**src/rtl/pong_pkg.sv**
```systemverilog
// rtl/pong_pkg.sv - grid geometry, game state encodings and paddle helpers for the pong controller
package pong_pkg;

    localparam int GRID_W      = 20;
    localparam int GRID_H      = 15;
    localparam int PADDLE_SIZE = 4;
    localparam int PADDLE_MAX  = 10;
    localparam int CENTRE_X    = 10;
    localparam int CENTRE_Y    = 7;

    localparam logic [1:0] IDLE  = 2'd0;
    localparam logic [1:0] PLAY  = 2'd1;
    localparam logic [1:0] POINT = 2'd2;
    localparam logic [1:0] OVER  = 2'd3;

    function automatic logic [3:0] paddle_step(input logic [3:0] pos, input logic up, input logic down);
        logic [3:0] res;
        res = pos;
        if (up && !down) begin
            res = (pos == 4'd0) ? pos : pos - 4'd1;
        end else if (down && !up) begin
            res = (pos >= 4'(PADDLE_MAX)) ? 4'(PADDLE_MAX) : pos + 4'd1;
        end
        return res;
    endfunction

    // Paddle covers rows pos..pos+PADDLE_SIZE inclusive.
    function automatic logic paddle_hit(input logic [3:0] pos, input logic [3:0] y);
        logic [4:0] top;
        logic [4:0] bot;
        top = {1'b0, pos};
        bot = top + 5'(PADDLE_SIZE);
        return ({1'b0, y} >= top) && ({1'b0, y} <= bot);
    endfunction

    // Computer paddle chases so that its middle row (pos+2) lines up with the ball.
    function automatic logic [3:0] ai_step(input logic [3:0] pos, input logic [3:0] y);
        logic [4:0] mid;
        logic [3:0] res;
        mid = {1'b0, pos} + 5'd2;
        res = pos;
        if (mid < {1'b0, y}) begin
            res = (pos >= 4'(PADDLE_MAX)) ? 4'(PADDLE_MAX) : pos + 4'd1;
        end else if (mid > {1'b0, y}) begin
            res = (pos == 4'd0) ? pos : pos - 4'd1;
        end
        return res;
    endfunction

endpackage

```
**src/rtl/game_tick_gen.sv**
```systemverilog
// rtl/game_tick_gen.sv - free-running divider producing a one-cycle game tick strobe
module game_tick_gen #(
    parameter int TICK_DIV = 2500000
) (
    input  logic clk,
    input  logic resetn,
    output logic tick
);

    localparam int CW = (TICK_DIV > 1) ? $clog2(TICK_DIV) : 1;

    logic [CW-1:0] count;

    assign tick = (count == CW'(TICK_DIV - 1));

    always_ff @(posedge clk) begin
        if (!resetn) begin
            count <= '0;
        end else if (tick) begin
            count <= '0;
        end else begin
            count <= count + 1'b1;
        end
    end

endmodule

```
**src/rtl/pong_game_ctrl.sv**
```systemverilog
// rtl/pong_game_ctrl.sv - pong game sequencer: ball, paddles, scores, state; COM_AI_EN selects computer paddle
module pong_game_ctrl
    import pong_pkg::*;
#(
    parameter int TICK_DIV    = 2500000,
    parameter int PAUSE_TICKS = 10,
    parameter int WIN_SCORE   = 7
) (
    input  logic       CLK_IN,
    input  logic       RST_N,
    input  logic       btnUp,
    input  logic       btnDown,
    input  logic       btnStart,
    input  logic       comUp,
    input  logic       comDown,
    output logic [4:0] ballX,
    output logic [3:0] ballY,
    output logic [3:0] playerPos,
    output logic [3:0] comPos,
    output logic [3:0] scorePlayer,
    output logic [3:0] scoreCom,
    output logic [1:0] gameState,
    output logic       tick
);

    localparam int PC_W = (PAUSE_TICKS > 1) ? $clog2(PAUSE_TICKS) : 1;
    localparam logic [3:0] WIN = 4'(WIN_SCORE);

    logic            dir_x, dir_y;
    logic [PC_W-1:0] pause_cnt;

    logic [4:0]      ball_x_n;
    logic [3:0]      ball_y_n, player_n, com_n, score_p_n, score_c_n;
    logic [3:0]      player_step, com_play, com_idle;
    logic [1:0]      state_n;
    logic            dir_x_n, dir_y_n;
    logic [PC_W-1:0] pause_n;

    game_tick_gen #(.TICK_DIV(TICK_DIV)) u_tick (
        .clk    (CLK_IN),
        .resetn (RST_N),
        .tick   (tick)
    );

    assign player_step = paddle_step(playerPos, btnUp, btnDown);

`ifdef COM_AI_EN
    logic unused_com;
    assign unused_com = comUp ^ comDown;
    assign com_play   = ai_step(comPos, ballY);
    assign com_idle   = comPos;
`else
    assign com_play   = paddle_step(comPos, comUp, comDown);
    assign com_idle   = com_play;
`endif

    always_comb begin
        ball_x_n  = ballX;
        ball_y_n  = ballY;
        player_n  = playerPos;
        com_n     = comPos;
        score_p_n = scorePlayer;
        score_c_n = scoreCom;
        state_n   = gameState;
        dir_x_n   = dir_x;
        dir_y_n   = dir_y;
        pause_n   = pause_cnt;
        case (gameState)
            IDLE: begin
                player_n = player_step;
                com_n    = com_idle;
                ball_x_n = 5'(CENTRE_X);
                ball_y_n = 4'(CENTRE_Y);
                if (btnStart) state_n = PLAY;
            end
            PLAY: begin
                player_n = player_step;
                com_n    = com_play;
                // dir bits: 1 = increasing coordinate
                if ((ballY == 4'd0 && !dir_y) || (ballY == 4'(GRID_H - 1) && dir_y)) begin
                    dir_y_n  = ~dir_y;
                    ball_y_n = dir_y ? ballY - 4'd1 : ballY + 4'd1;
                end else begin
                    ball_y_n = dir_y ? ballY + 4'd1 : ballY - 4'd1;
                end
                if (ballX == 5'd1 && !dir_x) begin
                    if (paddle_hit(playerPos, ballY)) begin
                        dir_x_n  = 1'b1;
                        ball_x_n = 5'd2;
                    end else begin
                        ball_x_n = 5'd0;
                        if (scoreCom != WIN) score_c_n = scoreCom + 4'd1;
                        state_n  = POINT;
                    end
                end else if (ballX == 5'(GRID_W - 2) && dir_x) begin
                    if (paddle_hit(comPos, ballY)) begin
                        dir_x_n  = 1'b0;
                        ball_x_n = 5'(GRID_W - 3);
                    end else begin
                        ball_x_n = 5'(GRID_W - 1);
                        if (scorePlayer != WIN) score_p_n = scorePlayer + 4'd1;
                        state_n  = POINT;
                    end
                end else begin
                    ball_x_n = dir_x ? ballX + 5'd1 : ballX - 5'd1;
                end
            end
            POINT: begin
                if (pause_cnt == PC_W'(PAUSE_TICKS - 1)) begin
                    pause_n = '0;
                    if (scorePlayer == WIN || scoreCom == WIN) begin
                        state_n = OVER;
                    end else begin
                        // serve toward whoever just lost the point
                        dir_x_n  = (ballX != 5'd0);
                        ball_x_n = 5'(CENTRE_X);
                        ball_y_n = 4'(CENTRE_Y);
                        state_n  = IDLE;
                    end
                end else begin
                    pause_n = pause_cnt + 1'b1;
                end
            end
            OVER: begin
                if (btnStart) begin
                    score_p_n = 4'd0;
                    score_c_n = 4'd0;
                    ball_x_n  = 5'(CENTRE_X);
                    ball_y_n  = 4'(CENTRE_Y);
                    player_n  = 4'd5;
                    com_n     = 4'd5;
                    state_n   = IDLE;
                end
            end
            default: state_n = IDLE;
        endcase
    end

    always_ff @(posedge CLK_IN) begin
        if (!RST_N) begin
            ballX       <= 5'(CENTRE_X);
            ballY       <= 4'(CENTRE_Y);
            playerPos   <= 4'd5;
            comPos      <= 4'd5;
            scorePlayer <= 4'd0;
            scoreCom    <= 4'd0;
            gameState   <= IDLE;
            dir_x       <= 1'b1;
            dir_y       <= 1'b1;
            pause_cnt   <= '0;
        end else if (tick) begin
            ballX       <= ball_x_n;
            ballY       <= ball_y_n;
            playerPos   <= player_n;
            comPos      <= com_n;
            scorePlayer <= score_p_n;
            scoreCom    <= score_c_n;
            gameState   <= state_n;
            dir_x       <= dir_x_n;
            dir_y       <= dir_y_n;
            pause_cnt   <= pause_n;
        end
    end

endmodule

```
**config.mk**
```make
export PLATFORM = sky130hd
export DESIGN_NAME = pong_game_ctrl
export DESIGN_NICKNAME = d
export VERILOG_FILES = /design/src/rtl/pong_pkg.sv /design/src/rtl/game_tick_gen.sv /design/src/rtl/pong_game_ctrl.sv
export SDC_FILE = /design/constraint.sdc
export NUM_CORES = 1
export LEC_CHECK = 0
export CORE_MARGIN = 3
export CORE_UTILIZATION = 55
export DETAILED_ROUTE_END_ITERATION = 10
export PLACE_DENSITY = 0.79
export RECOVER_POWER = 25
export SETUP_SLACK_MARGIN = 0.15
export SKIP_LAST_GASP = 1
export SLEW_MARGIN = 5
export SYNTH_ARGS = -nofsm -noshare
export SYNTH_HDL_FRONTEND = slang
export SYNTH_HIERARCHICAL = 1
export SYNTH_SLANG_ARGS = --single-unit
```
**constraint.sdc**
```tcl
create_clock -name CLK_IN -period 5.2 [get_ports CLK_IN]
set_input_delay 0.52 -clock CLK_IN [delete_from_list [all_inputs] [get_ports CLK_IN]]
set_output_delay 0.52 -clock CLK_IN [all_outputs]
set_load 0.02 [all_outputs]
```
==> impl_metrics.env, run 1 <==
export IMPL_critical_path_class="register to output port"
export IMPL_power_density_nw_per_um2=171
export IMPL_synth_edf_count=0
export IMPL_status="complete, no violations"
export IMPL_fin_nets=532
export IMPL_synth_compound_area_frac=0.227
export IMPL_use_met1=0.309
export IMPL_finalCritPeriodShare=0.543
export IMPL_viasPerCell=6.10
export IMPL_grt_overflow=0
export IMPL_synth_top_family_by_area="simple AND/OR/NAND/NOR gates"
export IMPL_syn_instance_count=456
export IMPL_post_cts_buffers=0
export IMPL_cp_required_ns=4.68
export IMPL_synth_fa_ha_area_frac=0.124
export IMPL_track_usage=0.232
export IMPL_period_minus_slack_ns=2.82
export IMPL_drtAntennaViolNets=0
export IMPL_slew_headroom=0.365
export IMPL_met3_usage=0.0317
export IMPL_slowest_stage="clkdlybuf4s50_1"
export IMPL_die_area_um2=7800
export IMPL_die_w_um=88.3
export IMPL_initial_core_util=0.577
export IMPL_clk_pin_slew_ns=0.10
export IMPL_synth_ff_type="dfxtp_1"
export IMPL_use_met2=0.396
export IMPL_drv_slew=0
export IMPL_clock_sinks=55
export IMPL_path_cells="ha_1 -> nand4_2 -> nor4_2 -> clkdlybuf4s50_1"
export IMPL_comb_power_share=0.058
export IMPL_die_height_um=88.3
export IMPL_htreeDepth=2
export IMPL_grt_busiest_layer="met2"
export IMPL_syn_area_per_cell_um2=8.17
export IMPL_final_seq_area_um2=1100
export IMPL_cts_root_buf="clkbuf_8"
export IMPL_gp_congestion=0.915
export IMPL_p_clk_frac=0.348
export IMPL_finalClockSkew_ns=0.0125
export IMPL_worst_slew_pin_slew_ns=0.949
export IMPL_rows=29
export IMPL_diodes=0
export IMPL_cts_tree="yes"
export IMPL_core_um2=6460
export IMPL_num_io_pins=35
export IMPL_cts_max_path_buffers=2
export IMPL_critical_path_top_delay_family="simple AND/OR/NAND/NOR gates"
export IMPL_drive_gt1_frac=0.0716
export IMPL_setup_tns_ns=0
export IMPL_min_path_type="register to register"
export IMPL_p_leak_nw=1.64
export IMPL_cp_max_fo=8
export IMPL_yosys_area_share_simple=0.260
export IMPL_grt_antenna_before_repair=0
export IMPL_cp_num_buf_inv=1
export IMPL_grt_pass1_wl_um=14700
export IMPL_p_int_mw=0.537
export IMPL_drc=0
export IMPL_post_dp_hpwl_um=6330
export IMPL_synth_xor_area_share=0.0400
export IMPL_fill_cells=568
export IMPL_yosysUniqueCellTypes=70
export IMPL_synthArstFlopShare=0
export IMPL_port_buffers=34
export IMPL_yosys_warnings=6
export IMPL_yosys_mux_area_fraction=0.00907
export IMPL_grt_max_degree=22
export IMPL_routed_wl_um=8740
export IMPL_cts_resized_gates=0
export IMPL_worst_ir_drop_vdd_v=0.000144
export IMPL_fin_cells=566
export IMPL_ys_ff_latch=55
export IMPL_cts_buffers=5
export IMPL_whs_ns=0.472
export IMPL_setup_viol=0
export IMPL_wl_per_cell_um=15.4
export IMPL_placedCellCount=558
export IMPL_fmax_mhz=354
export IMPL_start_kind="register"
export IMPL_power_total_mw=0.722
export IMPL_cap_violations=0
export IMPL_drt_iter0_markers=254
export IMPL_pwr_share_seq=0.594
export IMPL_synth_yosys_seq_area_share=0.296
export IMPL_multi_input_area_um2=2470
export IMPL_cp_end_kind="output port"
export IMPL_ctsHoldBuffers=0
export IMPL_setup_slack_ns=2.38
export IMPL_power_switching_mw=0.185
export IMPL_syn_area_um2=3730
export IMPL_final_hold_viol_count=0
export IMPL_slowest_delay_ns=0.67
export IMPL_p_sw_frac=0.256
export IMPL_grt_pass1_vias=3140
export IMPL_synth_nets=500
export IMPL_vias=3450
export IMPL_area_growth_syn_to_layout_pct=13.4
export IMPL_arrival_ns=2.30
export IMPL_post_place_ws_ns=2.60
export IMPL_dr_pass1_iters=4
export IMPL_rsz0062_at_grt="no"
export IMPL_clk_latency_ns=0.32
==> state kept, by name, indices dropped and copies added, names as in the netlist <==
signal / count
pause_cnt: 4
scoreCom: 4
dir_x: 1
u_tick/count: 22
dir_y: 1
gameState: 2
ballY: 4
playerPos: 4
comPos: 4
scorePlayer: 4
ballX: 5
==> per-stage QoR <==
stage | util | cell area (µm²)
3_3_place_gp | 0.640 | 4130
4_1_cts | 0.654 | 4220
6_report | 0.654 | 4220
2_1_floorplan | - | 3730
5_1_grt | 0.654 | 4220
3_5_place_dp | 0.640 | 4130
==> area by class of cell <==
class,count,area share
Timing Repair Buffer,36,0.0841
Clock inverter,3,0.00533
Clock buffer,5,0.0163
Inverter,29,0.0258
Multi-Input combinational cell,361,0.585
Tap cell,77,0.0228
Sequential cell,55,0.261
==> power groups by stage <==
stage          combinational (mW)  clock (mW)  sequential (mW)
5_1_grt                    0.0470       0.270            0.430
3_5_place_dp               0.0412           0            0.439
4_1_cts                    0.0416       0.256            0.429
2_1_floorplan              0.0255           0            0.439
3_3_place_gp               0.0405           0            0.438
6_report                   0.0418       0.251            0.429
==> kinds of logic after synthesis <==
logic type	count (synthesis)
AOI/OAI and AO/OA	125
xor gates and xnor gates	17
adders and majority gates	37
buffers and inverters	40
DFF	55
muxes	2
and+or+nand+nor	180
==> Yosys cell counts, types with 4 or more instances <==
master | n | area [µm²]
a21oi_1 | 35 | 175
a31oi_1 | 8 | 50.1
and2_1 | 7 | 43.8
clkbuf_1 | 6 | 22.5
dfxtp_1 | 55 | 1100
ha_1 | 37 | 463
inv_1 | 29 | 109
nand2_1 | 37 | 139
nand2b_1 | 7 | 43.8
nand3_1 | 19 | 95.1
nand4_1 | 4 | 25.0
nor2_1 | 43 | 161
nor2b_1 | 9 | 56.3
nor3_1 | 9 | 45.0
nor4_1 | 6 | 37.5
o211ai_1 | 5 | 37.5
o21ai_0 | 28 | 140
o22ai_1 | 6 | 37.5
o31ai_1 | 5 | 37.5
or3_1 | 10 | 62.6
xnor2_1 | 12 | 105
xor2_1 | 5 | 43.8
==> routing by layer <==
| metal | vias up | routed length (µm) |
|---|---|---|
| met1 | 1626 | 4060 |
| li1 | 1732 | - |
| met4 | 0 | 74 |
| met2 | 84 | 4190 |
| met5 | - | 0 |
| met3 | 8 | 425 |
==> final timing paths <==
kind | end | slack (ns) | cells past startpoint | from
max reg2reg | dir_x | 2.65 | 9 | u_tick/count[0]
min | u_tick/count[0] | 0.47 | 1 | u_tick/count[0]
max | tick | 2.38 | 4 | u_tick/count[0]
min reg2reg | u_tick/count[0] | 0.47 | 1 | u_tick/count[0]
==> cells in the final DEF, fill, tap and decap left out, types with 14 or more instances in the layout <==
cell	synthesis	routed
a21oi_1	35	35
clkdlybuf4s50_1	0	14
nand3_1	19	19
dfxtp_1	55	55
inv_1	29	29
nor2_1	43	43
nand2_1	37	37
ha_1	37	37
o21ai_0	28	28
dlygate4sd3_1	0	20
==> worst reg2reg max path, stage by stage (launching register included) <==
cell and delay [ns]:
dfxtp_1 0.38, ha_1 0.24, nand4_2 0.25, nor4_2 0.44, buf_4 0.27, and3_1 0.27
nand3_1 0.14, nand2_1 0.09, a21oi_1 0.04, a2111o_1 0.34
(Power assumes the default switching activity.)
==> inputs of run 2 (changes only) <==
Settings changed: CORE_UTILIZATION 55 to 52, PLACE_DENSITY 0.79 to 0.78.
Clock period 5.2 ns to 2.4 ns, I/O delays scaled along.
==> run 2 against run 1 <==
Against the previous run: largest cell class unchanged; register-to-register slack lost 2.5 ns; largest power group unchanged; first-iteration DRC count rose by 13%; hold slack got worse by 0.0026 ns; critical path depth rose by 6; die area up 5.4%; clock power increased by 94%; critical endpoint is now scoreCom[3]; via count rose by 6.3%; final cell count grew 8.1%.
==> impl_metrics.env, run 2 (synthesis results as in run 1) <==
export IMPL_clk_latency_ns=0.31
export IMPL_grt_max_degree=22
export IMPL_final_hold_viol_count=0
export IMPL_final_util=0.684
export IMPL_fmax_mhz=435
export IMPL_hold_depth=1
export IMPL_cts_tree="yes"
export IMPL_critical_path_top_delay_family="simple AND/OR/NAND/NOR gates"
export IMPL_vias=3669
export IMPL_htreeDepth=2
export IMPL_slew_headroom=0.641
export IMPL_gp_congestion=0.893
export IMPL_grt_pass1_vias=3409
export IMPL_worst_slew_pin_slew_ns=0.538
export IMPL_period_minus_slack_ns=2.30
export IMPL_top_regs="u_tick/count (22), ballX (5)"
export IMPL_die_w_um=90.7
export IMPL_grt_pass1_wl_um=15600
export IMPL_power_density_nw_per_um2=323
export IMPL_post_dp_hpwl_um=6690
export IMPL_status="complete, no violations"
export IMPL_p_int_mw=1.15
export IMPL_cp_max_fo=5
export IMPL_setup_tns_ns=0
export IMPL_p_leak_nw=1.80
export IMPL_die_area_um2=8220
export IMPL_p_sw_frac=0.244
export IMPL_cp_required_ns=2.65
export IMPL_finalCritPeriodShare=0.957
export IMPL_start_kind="register"
export IMPL_cts_max_path_buffers=2
export IMPL_dpl_cell_area_um2=4300
export IMPL_layout_common_cells="dfxtp_1, nor2_1, nand2_1, ha_1, a21oi_1"
export IMPL_rsz0062_at_grt="yes"
export IMPL_clk_pin_slew_ns=0.09
export IMPL_track_usage=0.225
export IMPL_power_total_mw=1.52
export IMPL_multi_input_area_um2=2680
export IMPL_cp_num_cells=10
export IMPL_p_clk_frac=0.321
export IMPL_setup_viol=0
export IMPL_path_cells="nor4b_4 -> nand3_2 -> nor4_4 -> buf_12 -> buf_8 -> nand2_8 -> nor2_4 -> o211ai_4 -> or3_1 -> a21oi_2"
export IMPL_diodes=0
export IMPL_final_area_um2=4700
export IMPL_initial_core_util=0.542
export IMPL_die_height_um=90.7
export IMPL_viasPerCell=6.00
export IMPL_arrival_ns=2.55
export IMPL_num_io_pins=35
export IMPL_rows=30
export IMPL_cp_num_buf_inv=2
export IMPL_dr_pass1_iters=5
export IMPL_slowest_stage="or3_1"
export IMPL_grt_antenna_before_repair=0
export IMPL_clock_sinks=55
export IMPL_ctsHoldBuffers=0
export IMPL_cts_root_buf="clkbuf_8"
export IMPL_min_path_type="register to register"
export IMPL_drv_slew=0
export IMPL_cts_buffers=5
export IMPL_wl_per_cell_um=16.1
export IMPL_cp_end_kind="register"
export IMPL_drc=0
export IMPL_port_buffers=34
export IMPL_fill_cells=556
export IMPL_ff2ff_path_depth=10
export IMPL_cap_violations=0
export IMPL_final_seq_area_um2=1130
export IMPL_comb_power_share=0.069
export IMPL_critical_path_class="register to register"
export IMPL_worst_ir_drop_vdd_v=0.000326
export IMPL_drt_iter0_markers=288
export IMPL_largest_reg_flops=22
export IMPL_slowest_delay_ns=0.39
export IMPL_area_growth_syn_to_layout_pct=26.1
export IMPL_grt_overflow=0
export IMPL_mostFrequentLayoutCell="dfxtp_1"
export IMPL_finalClockSkew_ns=0.00643
export IMPL_drtAntennaViolNets=0
export IMPL_routed_wl_um=9850
export IMPL_core_um2=6870
export IMPL_drive_gt1_frac=0.190
export IMPL_fin_nets=561
export IMPL_pwr_share_seq=0.611
export IMPL_power_switching_mw=0.370
export IMPL_top_register="u_tick/count"
-- run 2: changes by cell type in the layout (fill, tap and decap cells not counted), sizes merged --
cell,previous run,this run
buf,2,30
clkbuf,5,7
clkinv,2,0
dlygate4sd3,20,19
-- run 2: layout make-up --
type	instances	share of cell area
flip-flops and latches	55	0.240
inverters	29	0.0232
multi-input cells	361	0.571
well taps	96	0.0256
repair buffers	65	0.124
clock inverters	1	0.00133
clock buffers	5	0.0147
-- run 2: worst reg2reg max path: stages (launching register included) --
cell	delay (ns)
dfxtp_4	0.37
nor4b_4	0.28
nand3_2	0.14
nor4_4	0.34
buf_12	0.16
buf_8	0.11
nand2_8	0.06
nor2_4	0.15
o211ai_4	0.12
or3_1	0.39
a21oi_2	0.13
-- run 2: final timing paths --
path / startpoint / to / slack, ns
max: u_tick/count[9] / scoreCom[3] / 0.10
min: u_tick/count[0] / u_tick/count[0] / 0.47
max reg2reg: u_tick/count[9] / scoreCom[3] / 0.10
min reg2reg: u_tick/count[0] / u_tick/count[0] / 0.47
-- run 2: routing by layer --
metal | up-vias | track usage | part of all wire
li1 | 1790 | - | -
met1 | 1747 | 0.273 | 0.42
met2 | 110 | 0.402 | 0.52
met3 | 22 | 0.0442 | 0.049
met4 | 0 | 0.0663 | 0.020
met5 | - | 0 | 0
-- run 2: power groups by stage --
stage          combinational [mW]  clock, mW  sequential, mW
4_1_cts                    0.0956      0.494           0.929
2_1_floorplan              0.0556          0           0.949
3_3_place_gp               0.0921          0           0.948
3_5_place_dp               0.0928          0           0.949
5_1_grt                     0.114      0.526           0.929
6_report                    0.104      0.487           0.927
-- run 2: repair_timing --
| action | 4_1_cts | 5_1_grt |
|---|---|---|
| pin swaps | 4 | 17 |
| setup buffers | 4 | 13 |
| endpoints found under the setup margin | 9 | 18 |
| resized for setup | 8 | 46 |
-- run 2: metrics by stage --
stage / setup slack [ns] / hold WS, ns / std cells
2_1_floorplan: 0.150 / 0.425 / 456
3_3_place_gp: 0.135 / 0.443 / 589
3_5_place_dp: 0.0682 / 0.461 / 589
4_1_cts: 0.162 / 0.493 / 599
5_1_grt: -0.0140 / 0.494 / 612
6_report: 0.103 / 0.469 / 612
==> inputs of run 3 (changes only) <==
Settings changed: CORE_ASPECT_RATIO set to 1.75.
==> run 3 against run 2 <==
Against the previous run: final area fell by 0.77%; first-iteration DRC count fell by 29%; flip-flop and latch count is the same; combinational power decreased by 5%; non-clock buffer count is 5 lower.
==> impl_metrics.env, run 3 (synthesis results as in run 1) <==
export IMPL_mostFrequentLayoutCell="dfxtp_1"
export IMPL_cp_required_ns=2.63
export IMPL_final_hold_viol_count=0
export IMPL_finalCritPeriodShare=0.908
export IMPL_setup_slack_ns=0.221
export IMPL_dpl_cell_area_um2=4290
export IMPL_largest_reg_flops=22
export IMPL_gp_congestion=0.939
export IMPL_htreeDepth=2
export IMPL_power_density_nw_per_um2=372
export IMPL_cts_max_path_buffers=2
export IMPL_whs_ns=0.450
export IMPL_viasPerCell=6.16
export IMPL_cp_end_kind="register"
export IMPL_clock_sinks=55
export IMPL_top_register="u_tick/count"
export IMPL_layout_common_cells="dfxtp_1, nor2_1, nand2_1, ha_1, a21oi_1"
export IMPL_cp_max_fo=7
export IMPL_core_um2=6910
export IMPL_setup_viol=0
export IMPL_cts_buffers=5
export IMPL_dr_pass1_iters=5
export IMPL_port_buffers=34
export IMPL_power_total_mw=1.73
export IMPL_rows=40
export IMPL_drc=0
export IMPL_worst_ir_drop_vdd_v=0.000427
export IMPL_fmax_mhz=459
export IMPL_top_regs="u_tick/count (22), ballX (5)"
export IMPL_start_kind="register"
export IMPL_post_dp_hpwl_um=7210
export IMPL_die_height_um=118
export IMPL_multi_input_area_um2=2650
export IMPL_post_place_ws_ns=0.0351
export IMPL_final_seq_area_um2=1130
export IMPL_grt_pass1_vias=3638
export IMPL_area_growth_syn_to_layout_pct=25.1
export IMPL_track_usage=0.236
export IMPL_vias=3673
export IMPL_drv_slew=0
export IMPL_clk_latency_ns=0.30
export IMPL_fill_cells=575
export IMPL_grt_antenna_before_repair=0
export IMPL_rsz0062_at_grt="no"
export IMPL_setup_tns_ns=0
export IMPL_cts_root_buf="clkbuf_16"
export IMPL_grt_pass1_wl_um=16200
export IMPL_grt_overflow=0
export IMPL_worst_slew_pin_slew_ns=0.539
export IMPL_critical_path_class="register to register"
export IMPL_arrival_ns=2.41
export IMPL_num_io_pins=35
export IMPL_die_w_um=70.0
export IMPL_cts_tree="yes"
export IMPL_wl_per_cell_um=16.6
export IMPL_finalClockSkew_ns=0.00858
export IMPL_grt_max_degree=17
export IMPL_final_area_um2=4660
export IMPL_die_area_um2=8260
export IMPL_ctsHoldBuffers=0
export IMPL_status="complete, no violations"
export IMPL_routed_wl_um=9910
export IMPL_period_minus_slack_ns=2.18
export IMPL_diodes=0
export IMPL_clk_pin_slew_ns=0.07
export IMPL_drtAntennaViolNets=0
export IMPL_slew_headroom=0.640
export IMPL_fin_nets=556
export IMPL_p_leak_nw=1.81
export IMPL_initial_core_util=0.539
export IMPL_drive_gt1_frac=0.184
export IMPL_drt_iter0_markers=204
export IMPL_min_path_type="register to register"
export IMPL_reg2reg_slack_ns=0.22
export IMPL_cap_violations=0
run 3: changes by cell type in the layout (fill, tap and decap cells not counted), sizes merged:
cell	previous run	this run
buf	30	25
clkinv	0	2
clkbuf	7	6
dlygate4sd2	0	1
inv	30	29
run 3: area by class of cell:
cell class	count	area share
inverters	29	0.0234
clock inverters	2	0.00295
clock buffers	5	0.0268
repair buffers	60	0.114
multi-input cells	361	0.568
flip-flops and latches	55	0.242
well taps	84	0.0226
run 3: worst paths after layout:
kind,startpoint,endpoint,cells past startpoint
setup / recovery,playerPos[3],scoreCom[2],10
hold / removal,u_tick/count[0],u_tick/count[0],1
setup reg to reg,playerPos[3],scoreCom[2],10
hold reg to reg,u_tick/count[0],u_tick/count[0],1
run 3: power by group:
group,internal (mW),total [mW],switching (mW)
clock network,0.382,0.709,0.328
logic,0.0375,0.0985,0.0609
registers,0.914,0.927,0.0132
total,1.33,1.73,0.402
run 3: critical path, cell delays in order (launching register included):
cell	delay [ns]
dfxtp_4	0.38
inv_2	0.04
ha_1	0.30
inv_2	0.07
ha_4	0.19
nor2b_2	0.16
a31o_1	0.20
a21oi_4	0.16
o211ai_4	0.12
or3_4	0.38
a21oi_2	0.12
run 3: metal layers:
layer / global-route usage / vias up / wire [µm]
met5: 0 / - / 0
met4: 0.114 / 0 / 380
met3: 0.0368 / 32 / 320
met2: 0.458 / 96 / 5490
met1: 0.235 / 1779 / 3730
li1: - / 1766 / -
run 3: timing repair:
item,in CTS,in global routing
cloned,0,1
pin swaps,4,18
gates resized for setup,11,33
buffers inserted,4,4
setup endpoints to repair,11,20
run 3: through the flow:
| stage | instances | utilization |
|---|---|---|
| 5_1_grt | 596 | 0.675 |
| 6_report | 596 | 0.675 |
| 2_1_floorplan | 456 | - |
| 3_3_place_gp | 580 | 0.621 |
| 3_5_place_dp | 580 | 0.621 |
| 4_1_cts | 591 | 0.652 |
